`config.mk`:
```
export PLATFORM = sky130hd
export DESIGN_NAME = conv_seq_ctrl
export DESIGN_NICKNAME = d
export VERILOG_FILES = /design/src/rtl/conv_seq_ctrl.sv
export SDC_FILE = /design/constraint.sdc
export NUM_CORES = 1
export LEC_CHECK = 0
export ABC_AREA = 0
export CORE_AREA = 2 2 106 108
export CTS_CLUSTER_SIZE = 24
export DETAILED_ROUTE_END_ITERATION = 16
export DIE_AREA = 0 0 108 110
export GPL_TIMING_DRIVEN = 0
export PLACE_DENSITY = 0.89
export SLEW_MARGIN = 25
export SYNTH_ARGS = -nofsm -noshare
export SYNTH_HDL_FRONTEND = slang
export SYNTH_SLANG_ARGS = --single-unit
```
`constraint.sdc`:
```
create_clock -name clk -period 4.8 [get_ports clk]
set_clock_uncertainty 0.05 [all_clocks]
set_input_delay 0.48 -clock clk [delete_from_list [all_inputs] [get_ports clk]]
set_output_delay 0.48 -clock clk [all_outputs]
set_load 0.02 [all_outputs]
```
`src/rtl/conv_seq_ctrl.sv`:
```
// Sequencer for one binary-weight 5x5 convolution pass on conv_mix:
// loads weights, streams pixels, captures results into the result buffer.
module conv_seq_ctrl #(
  parameter int DATA_W  = 16,
  parameter int KTAPS   = 25,
  parameter int AW      = 10,
  parameter int TIMEOUT = 1023
) (
  input  logic              clk,
  input  logic              rstn,
  input  logic              cmd_valid,
  output logic              cmd_ready,
  input  logic              cmd_layer,
  input  logic [AW-1:0]     cmd_wbase,
  input  logic [AW-1:0]     cmd_ibase,
  input  logic [AW-1:0]     cmd_rbase,
  output logic [AW-1:0]     wmem_addr,
  input  logic              wmem_rdata,
  output logic [AW-1:0]     imem_addr,
  input  logic [DATA_W-1:0] imem_rdata,
  output logic              conv_start,
  output logic              conv_state,
  output logic              conv_weight_en,
  output logic              conv_weight,
  output logic [DATA_W-1:0] conv_din,
  output logic              conv_din_valid,
  input  logic [DATA_W-1:0] conv_dout,
  input  logic              conv_ovalid,
  input  logic              conv_done,
  output logic              rmem_we,
  output logic [AW-1:0]     rmem_addr,
  output logic [DATA_W-1:0] rmem_wdata,
  output logic              busy,
  output logic              done,
  output logic              err
);

  localparam int KW = $clog2(KTAPS + 1);
  localparam int TW = $clog2(TIMEOUT + 1);
  localparam int CW = 10;

  typedef enum logic [2:0] {
    IDLE, LOAD_W, STREAM, DRAIN, FIN
  } state_t;

  state_t state, state_nx;

  logic          layer;
  logic [AW-1:0] wbase, ibase, rbase;
  logic [KW-1:0] kcnt;
  logic [CW-1:0] pcnt, ocnt, ocnt_nx;
  logic [TW-1:0] tcnt;
  logic [CW-1:0] npix, nexp;
  logic          accept, w_issue, i_issue;
  logic          capture, hit, wr_ok, set_err;
  logic          wen_q, dval_q, tmo;

  assign npix    = layer ? CW'(144) : CW'(784);
  assign nexp    = layer ? CW'(64) : CW'(576);
  assign accept  = (state == IDLE) && cmd_valid;
  assign w_issue = (state == LOAD_W) && !conv_done;
  assign i_issue = (state == STREAM) && !conv_done;
  assign capture = state inside {LOAD_W, STREAM, DRAIN};
  assign hit     = capture && conv_ovalid;
  assign wr_ok   = hit && (ocnt != nexp);
  assign ocnt_nx = ocnt + CW'(wr_ok);
  assign tmo     = (tcnt == TW'(TIMEOUT - 1));

  // Any of: overflow, early done, short count at done, drain timeout.
  assign set_err =
    (hit && !wr_ok) ||
    (conv_done && (state inside {LOAD_W, STREAM})) ||
    ((state == DRAIN) && conv_done && (ocnt_nx != nexp)) ||
    ((state == DRAIN) && !conv_done && tmo);

  always_comb begin
    state_nx = state;
    unique case (state)
      IDLE:   if (cmd_valid) state_nx = LOAD_W;
      LOAD_W: begin
        if (conv_done) state_nx = FIN;
        else if (kcnt == KW'(KTAPS - 1)) state_nx = STREAM;
      end
      STREAM: begin
        if (conv_done) state_nx = FIN;
        else if (pcnt == npix - CW'(1)) state_nx = DRAIN;
      end
      DRAIN:  if (conv_done || tmo) state_nx = FIN;
      FIN:    state_nx = IDLE;
      default: state_nx = IDLE;
    endcase
  end

  always_ff @(posedge clk or negedge rstn) begin
    if (!rstn) begin
      state <= IDLE;
      layer <= 1'b0;
      wbase <= '0;
      ibase <= '0;
      rbase <= '0;
      kcnt  <= '0;
      pcnt  <= '0;
      ocnt  <= '0;
      tcnt  <= '0;
      err   <= 1'b0;
    end else begin
      state <= state_nx;
      if (accept) begin
        layer <= cmd_layer;
        wbase <= cmd_wbase;
        ibase <= cmd_ibase;
        rbase <= cmd_rbase;
        kcnt  <= '0;
        pcnt  <= '0;
        ocnt  <= '0;
        tcnt  <= '0;
        err   <= 1'b0;
      end else begin
        if (w_issue) kcnt <= kcnt + KW'(1);
        if (i_issue) pcnt <= pcnt + CW'(1);
        if (state == DRAIN) tcnt <= tcnt + TW'(1);
        ocnt <= ocnt_nx;
        if (set_err) err <= 1'b1;
      end
    end
  end

  always_ff @(posedge clk or negedge rstn) begin
    if (!rstn) begin
      wen_q      <= 1'b0;
      dval_q     <= 1'b0;
      rmem_we    <= 1'b0;
      rmem_addr  <= '0;
      rmem_wdata <= '0;
    end else begin
      wen_q   <= w_issue;
      dval_q  <= i_issue;
      rmem_we <= wr_ok;
      if (wr_ok) begin
        rmem_addr  <= rbase + AW'(ocnt);
        rmem_wdata <= conv_dout;
      end
    end
  end

  assign cmd_ready      = (state == IDLE);
  assign busy           = (state != IDLE);
  assign done           = (state == FIN);
  assign conv_start     = capture;
  assign conv_state     = busy && layer;
  assign wmem_addr      = w_issue ? wbase + AW'(kcnt) : '0;
  assign imem_addr      = i_issue ? ibase + AW'(pcnt) : '0;
  assign conv_weight    = wmem_rdata;
  assign conv_din       = imem_rdata;
  assign conv_weight_en = wen_q;
  assign conv_din_valid = dval_q;

endmodule

```
==> impl_metrics.yaml, run 1 <==
pwr:
  power_mw: 3.87
  powerDensity_nw_per_um2: 529
  p_seq_frac: 0.352
  p_sw_mw: 1.48
  p_clk_frac: 0.147
  cellLeakagePower_nw: 3.35
  sw_frac_of_total: 0.381
  p_int_mw: 2.40
  combPwrFrac: 0.501
  peakVddDrop_mv: 0.454
critical_path:
  setup.worst_path.end_class: "primary output"
  path_delay_family: "compound AO/OA/AOI/OAI gates"
  r2r-start: "state[0]$_DFFE_PN0P_"
  crit_fanout: 5
  r2r_cells: 13
  critPathMaxStageDelay_ns: 0.61
  crit_chain: "ha_1 > fa_1 > a21o_1 > a21oi_1 > o21ai_0 > o41ai_1 > xor2_1 > nor2_1 > clkdlybuf4s50_1"
  start_kind: "flip-flop"
  criticalPathCategory: "reg -> out"
  rrSetupSlack_ns: 1.27
  crit_arrival_ns: 3.28
  required_ns: 4.27
  rr_endpoint: "err$_DFFE_PN0P_"
  critPathBufInv: 1
  critPathSlowestCell: "clkdlybuf4s50_1"
placement:
  postPlaceCellArea_um2: 7090
  gp_congestion: 0.824
  dpl.hpwl_mm: 9.77
  pre_cts_ws_ns: 1.26
  io_buffers: 122
  placedCellCount: 817
sta:
  fin_crit_ns: 3.81
  finalSetupViolCount: 0
  slew_viol_final: 0
  rsz0062_at_grt: "no"
  fin_crit_sh: 0.795
  tightest_slew_ns: 0.470
  fmax_mhz: 262
  maxSlewHeadroom: 0.687
  hold_violations: 0
  setup_ws_ns: 0.986
drt:
  first_pass_iters: 5
  wirelength_mm: 12.9
  drc_errors: 0
  wl_per_cell_um: 15.5
  viasPerCell: 5.40
  highest_layer: "met4"
  vias: 4504
  wl_met2_mm: 6.45
  wl_met1_mm: 5.41
  wl_met3_um: 839
  drt_iter0_drc: 217
  ant_nets: 0
yosys:
  synth-main-ff-cell: "dfrtp_1"
  ys_ff_latch: 99
  syn_inst: 554
  ys_seq_area_frac: 0.437
  syn_nets: 656
  synth.top_cell.area_share: 0.437
  async_flop_share: 1.00
  syn_area_um2: 5670
  ys_types: 53
  synth_area_leaders: "dfrtp_1 (44%), mux2_4 (7.7%), ha_1 (6.6%)"
  ys_warn_count: 0
  synth_edf_count: 0
  synth_top_area_cell: "dfrtp_1"
  postSynthAreaPerCell_um2: 10.2
hold_path:
  whs_endpoint: "state[2]$_DFFE_PN0P_"
  whs_path_depth: 3
  min-delay-start: "conv_done"
  hp-class: "in -> reg"
clock_network:
  clock-sinks: 99
  clock_path_buffers: 2
  post_cts_buffers: 0
  htreeDepth: 3
  clk_pin_slew_worst_paths_ns: 0.10
  cts_buffers: 9
  cts_resized: 0
  cts_root_buffer: "clkbuf_8"
  cts_hold_buffers: 1
  clk_latency_ns: 0.37
  cts_tree: "built"
finish:
  drive_above_1_share: 0.137
  finalNonFillerCells: 834
  num-fill-cells: 781
  postLayoutCellArea_um2: 7320
  final_common_cell: "clkdlybuf4s50_1"
  utilization: 0.684
  syn2layout_area_growth_pct: 29.1
  diodes: 0
  final_cell_mix: "clkdlybuf4s50_1 (121), dfrtp_1 (99), nand2_1 (85)"
  fin_nets: 791
run:
  maxCapViolCount: 0
run_status:
  status: "finished clean"
floorplan:
  chipWidth_um: 108
  ioPinCount: 141
  die_h_um: 110
  start_util: 0.530
  fp-row-count: 38
  core_um2: 10700
  dieArea_um2: 11900
global_route:
  grt_pass1_wl_mm: 21.0
  first_global_vias: 4556
  grt_max_degree: 80
  grt_usage: 0.224
  grt-ovfl-total: 0
  antenna_found_initial: 0
## layout make-up
type | instances | area [um2] | area share
plain buffers | 38 | 342 | 0.0467
clock buffers | 11 | 151 | 0.0207
clock inverters | 5 | 61.3 | 0.00838
inverters | 14 | 53.8 | 0.00735
multi-input cells | 403 | 2800 | 0.382
flip-flops and latches | 99 | 2480 | 0.339
well taps | 140 | 175 | 0.0239
repair buffers | 124 | 1260 | 0.172
## Yosys cell counts, types with 7 or more instances
| master | instances |
|---|---|
| xor2_1 | 31 |
| ha_1 | 30 |
| dfrtp_1 | 99 |
| nor3_1 | 11 |
| and2_1 | 7 |
| nor2_1 | 55 |
| o21ai_0 | 24 |
| xnor2_1 | 22 |
| inv_1 | 10 |
| mux2_4 | 29 |
| nand2_1 | 85 |
| buf_4 | 19 |
| nand3_1 | 9 |
| buf_6 | 8 |
| a21oi_1 | 20 |
| nand4_1 | 11 |
## worst max-delay path by stage
| stage | cells past startpoint | startpoint | to |
|---|---|---|---|
| 2_1_floorplan | 13 | state[0]$_DFFE_PN0P_ | err$_DFFE_PN0P_ |
| 3_3_place_gp | 1 | rstn | wbase[5]$_DFFE_PN0P_ |
| 3_5_place_dp | 12 | conv_ovalid | err$_DFFE_PN0P_ |
| 4_1_cts | 9 | pcnt[0]$_DFFE_PN0P_ | imem_addr[8] |
| 5_1_grt | 9 | pcnt[0]$_DFFE_PN0P_ | imem_addr[8] |
| 6_report | 9 | pcnt[0]$_DFFE_PN0P_ | imem_addr[8] |
## sequential cells by signal, indices dropped and copies added (netlist names)
name,flops
rmem_wdata,16
ibase,10
ocnt,10
pcnt,10
rbase,10
rmem_addr,10
tcnt,10
wbase,10
kcnt,5
state,3
conv_din_valid,1
conv_weight_en,1
err,1
layer,1
rmem_we,1
## worst reg2reg max path, stage by stage (launching register included)
cell      delay, ns
dfrtp_1        0.47
nor2_1         0.09
nor2_1         0.30
nand3_1        0.34
inv_2          0.23
buf_2          0.27
ha_1           0.29
ha_1           0.28
nand2_1        0.10
nor2_1         0.13
xnor2_1        0.10
or4b_1         0.47
o211ai_1       0.18
a31oi_1        0.10
## power by group through the flow
stage	combinational (mW)	clock (mW)	sequential, mW
floorplan	1.17	0	1.46
finish	1.94	0.568	1.36
detailed placement	1.94	0	1.38
global placement	1.87	0	1.36
CTS	1.96	0.572	1.36
global route	2.12	0.615	1.40
## logic make-up after synthesis
kind of cell / synth area share
flip-flops: 0.437
multiplexers: 0.0788
AO/OA/AOI/OAI: 0.0857
AND/OR/NAND/NOR: 0.170
buffers and inverters: 0.0698
adder cells (fa/ha/maj): 0.0768
XOR/XNOR: 0.0819
## routing by layer
| layer | vias to the layer above | track usage |
|---|---|---|
| met5 | - | 0 |
| met3 | 21 | 0.0488 |
| met4 | 0 | 0.0650 |
| met1 | 2161 | 0.278 |
| li1 | 2135 | - |
| met2 | 187 | 0.396 |
## through the flow
step / TNS (ns) / hold WS [ns]
floorplan: 0 / 0.134
global placement: -34.12 / 0.409
detailed placement: 0 / 0.293
CTS: 0 / 0.342
global route: 0 / 0.364
finish: 0 / 0.354
Note: power is estimated with default switching activity, not from simulation.
==> run 2, diff against run 1 <==
--- a/config.mk
+++ b/config.mk
@@ -6,12 +6,12 @@
 export NUM_CORES = 1
 export LEC_CHECK = 0
 export ABC_AREA = 0
-export CORE_AREA = 2 2 106 108
+export CORE_AREA = 2 2 110 112
 export CTS_CLUSTER_SIZE = 24
 export DETAILED_ROUTE_END_ITERATION = 16
-export DIE_AREA = 0 0 108 110
+export DIE_AREA = 0 0 112 114
 export GPL_TIMING_DRIVEN = 0
-export PLACE_DENSITY = 0.89
+export PLACE_DENSITY = 0.84
 export SLEW_MARGIN = 25
 export SYNTH_ARGS = -nofsm -noshare
 export SYNTH_HDL_FRONTEND = slang
==> constraint.sdc (replaced) <==
create_clock -name clk -period 3.79 [get_ports clk]
set_clock_uncertainty 0.05 [all_clocks]
set_input_delay 0.379 -clock clk [delete_from_list [all_inputs] [get_ports clk]]
set_output_delay 0.379 -clock clk [all_outputs]
set_load 0.02 [all_outputs]
==> impl_metrics.yaml, run 2 (synthesized netlist as in run 1, its figures left out) <==
critical_path:
  crit_end: "imem_addr[8]"
  critPathSlowestCell: "clkdlybuf4s50_1"
  r2r_cells: 13
  crit_arrival_ns: 3.13
  crit_start: "pcnt[0]$_DFFE_PN0P_"
  critPathMaxStageDelay_ns: 0.62
  start_kind: "flip-flop"
  crit_fanout: 5
  setup.worst_path.end_class: "primary output"
  criticalPathCategory: "reg -> out"
  r2r-start: "ocnt[5]$_DFF_PN0_"
  rr_endpoint: "err$_DFFE_PN0P_"
  crit_chain: "ha_1 > fa_1 > a21o_1 > a21oi_1 > o21ai_0 > o41ai_2 > xor2_1 > nor2_1 > clkdlybuf4s50_1"
  required_ns: 3.36
  rrSetupSlack_ns: 0.38
clock_network:
  cts_buffers: 9
  clk_pin_slew_worst_paths_ns: 0.08
  htreeDepth: 3
  clock-sinks: 99
  cts_tree: "built"
  clock_path_buffers: 2
  clk_latency_ns: 0.35
  post_cts_buffers: 0
  cts_root_buffer: "clkbuf_16"
floorplan:
  die_h_um: 114
  fp-row-count: 40
  start_util: 0.484
  ioPinCount: 141
  dieArea_um2: 12800
  chipWidth_um: 112
  core_um2: 11700
finish:
  finalNonFillerCells: 841
  diodes: 0
  fin_nets: 791
  drive_above_1_share: 0.141
  final_common_cell: "clkdlybuf4s50_1"
  utilization: 0.632
  regMostFlops: "rmem_wdata"
  final_cell_mix: "clkdlybuf4s50_1 (121), dfrtp_1 (99), nand2_1 (85)"
  syn2layout_area_growth_pct: 30.6
  largest_reg_flops: 16
run_status:
  status: "finished clean"
global_route:
  busiest_layer: "met2"
  grt_usage: 0.205
  met1_usage: 0.265
  met3_usage: 0.0335
  antenna_found_initial: 0
  grt_pass1_wl_mm: 21.4
  grt_max_degree: 55
  first_global_vias: 4535
  grt-ovfl-total: 0
  use_met2: 0.357
placement:
  pre_cts_ws_ns: 0.292
  gp_congestion: 0.856
  io_buffers: 122
  placedCellCount: 824
  dpl.hpwl_mm: 9.38
drt:
  first_pass_iters: 4
  drc_errors: 0
  wl_per_cell_um: 15.0
  ant_nets: 0
  wirelength_mm: 12.6
  drt_iter0_drc: 189
  viasPerCell: 5.24
  vias: 4403
hold_path:
  hp-class: "in -> reg"
sta:
  hold_violations: 0
  fin_setup_tns_ns: 0
  rsz0062_at_grt: "no"
  fin_crit_sh: 0.939
  maxSlewHeadroom: 0.664
  tightest_slew_ns: 0.504
  finalSetupViolCount: 0
  slew_viol_final: 0
  fmax_mhz: 281
  fin_crit_ns: 3.56
  setup_ws_ns: 0.230
run:
  maxCapViolCount: 0
pwr:
  power_mw: 5.07
  powerDensity_nw_per_um2: 685
  cellLeakagePower_nw: 3.39
  peakVddDrop_mv: 0.466
run 2: worst min path at each step:
stage | start | endpoint | slack (ns) | cells past startpoint
after floorplan | rstn | conv_din_valid$_DFF_PN0_ | 0.03 | 0
final | conv_done | state[2]$_DFFE_PN0P_ | 0.27 | 3
after CTS | conv_done | state[2]$_DFFE_PN0P_ | 0.27 | 3
after global routing | conv_done | state[2]$_DFFE_PN0P_ | 0.29 | 3
after detailed placement | rstn | rmem_addr[8]$_DFFE_PN0P_ | 0.32 | 1
after global placement | rmem_wdata[4]$_DFFE_PN0P_ | rmem_wdata[4]$_DFFE_PN0P_ | 0.41 | 2
run 2: area by class of cell:
cell class,count,area (um2)
fillers,947,4310
multi-input cells,403,2810
flip-flops and latches,99,2480
repair buffers,124,1250
plain buffers,38,342
clock buffers,9,225
well taps,147,184
clock inverters,7,58.8
inverters,14,53.8
run 2: critical path: cells and delay by family (launching register included):
kind	cells	cell delay [ns]
AOI/OAI and AO/OA	4	0.81
adders and majority gates	2	0.67
buffers and inverters	1	0.62
DFF	1	0.46
and+or+nand+nor	1	0.12
xor gates and xnor gates	1	0.11
run 2: power by group:
group,total [mW],internal (mW),switching (mW),leakage [nW]
registers,1.73,1.43,0.301,1.26
logic,2.46,1.27,1.20,2.00
clock network,0.875,0.456,0.420,0.133
run 2: per-layer routing:
layer	vias to the layer above	part of all wire
met1	2131	0.44
met4	0	0.011
met5	-	0
met3	14	0.050
li1	2132	-
met2	126	0.50
run 2: through the flow:
step	instance area [um2]	hold WS, ns
finish	7400	0.268
global route	7400	0.295
CTS	7390	0.265
detailed placement	7090	0.316
global placement	7070	0.409
floorplan	5670	0.0334
run 2: what timing repair did:
item,4_1_cts,5_1_grt
endpoints found under the hold margin,53,0
gates resized for setup,0,3
hold buffers,1,0
setup endpoints to repair,0,2
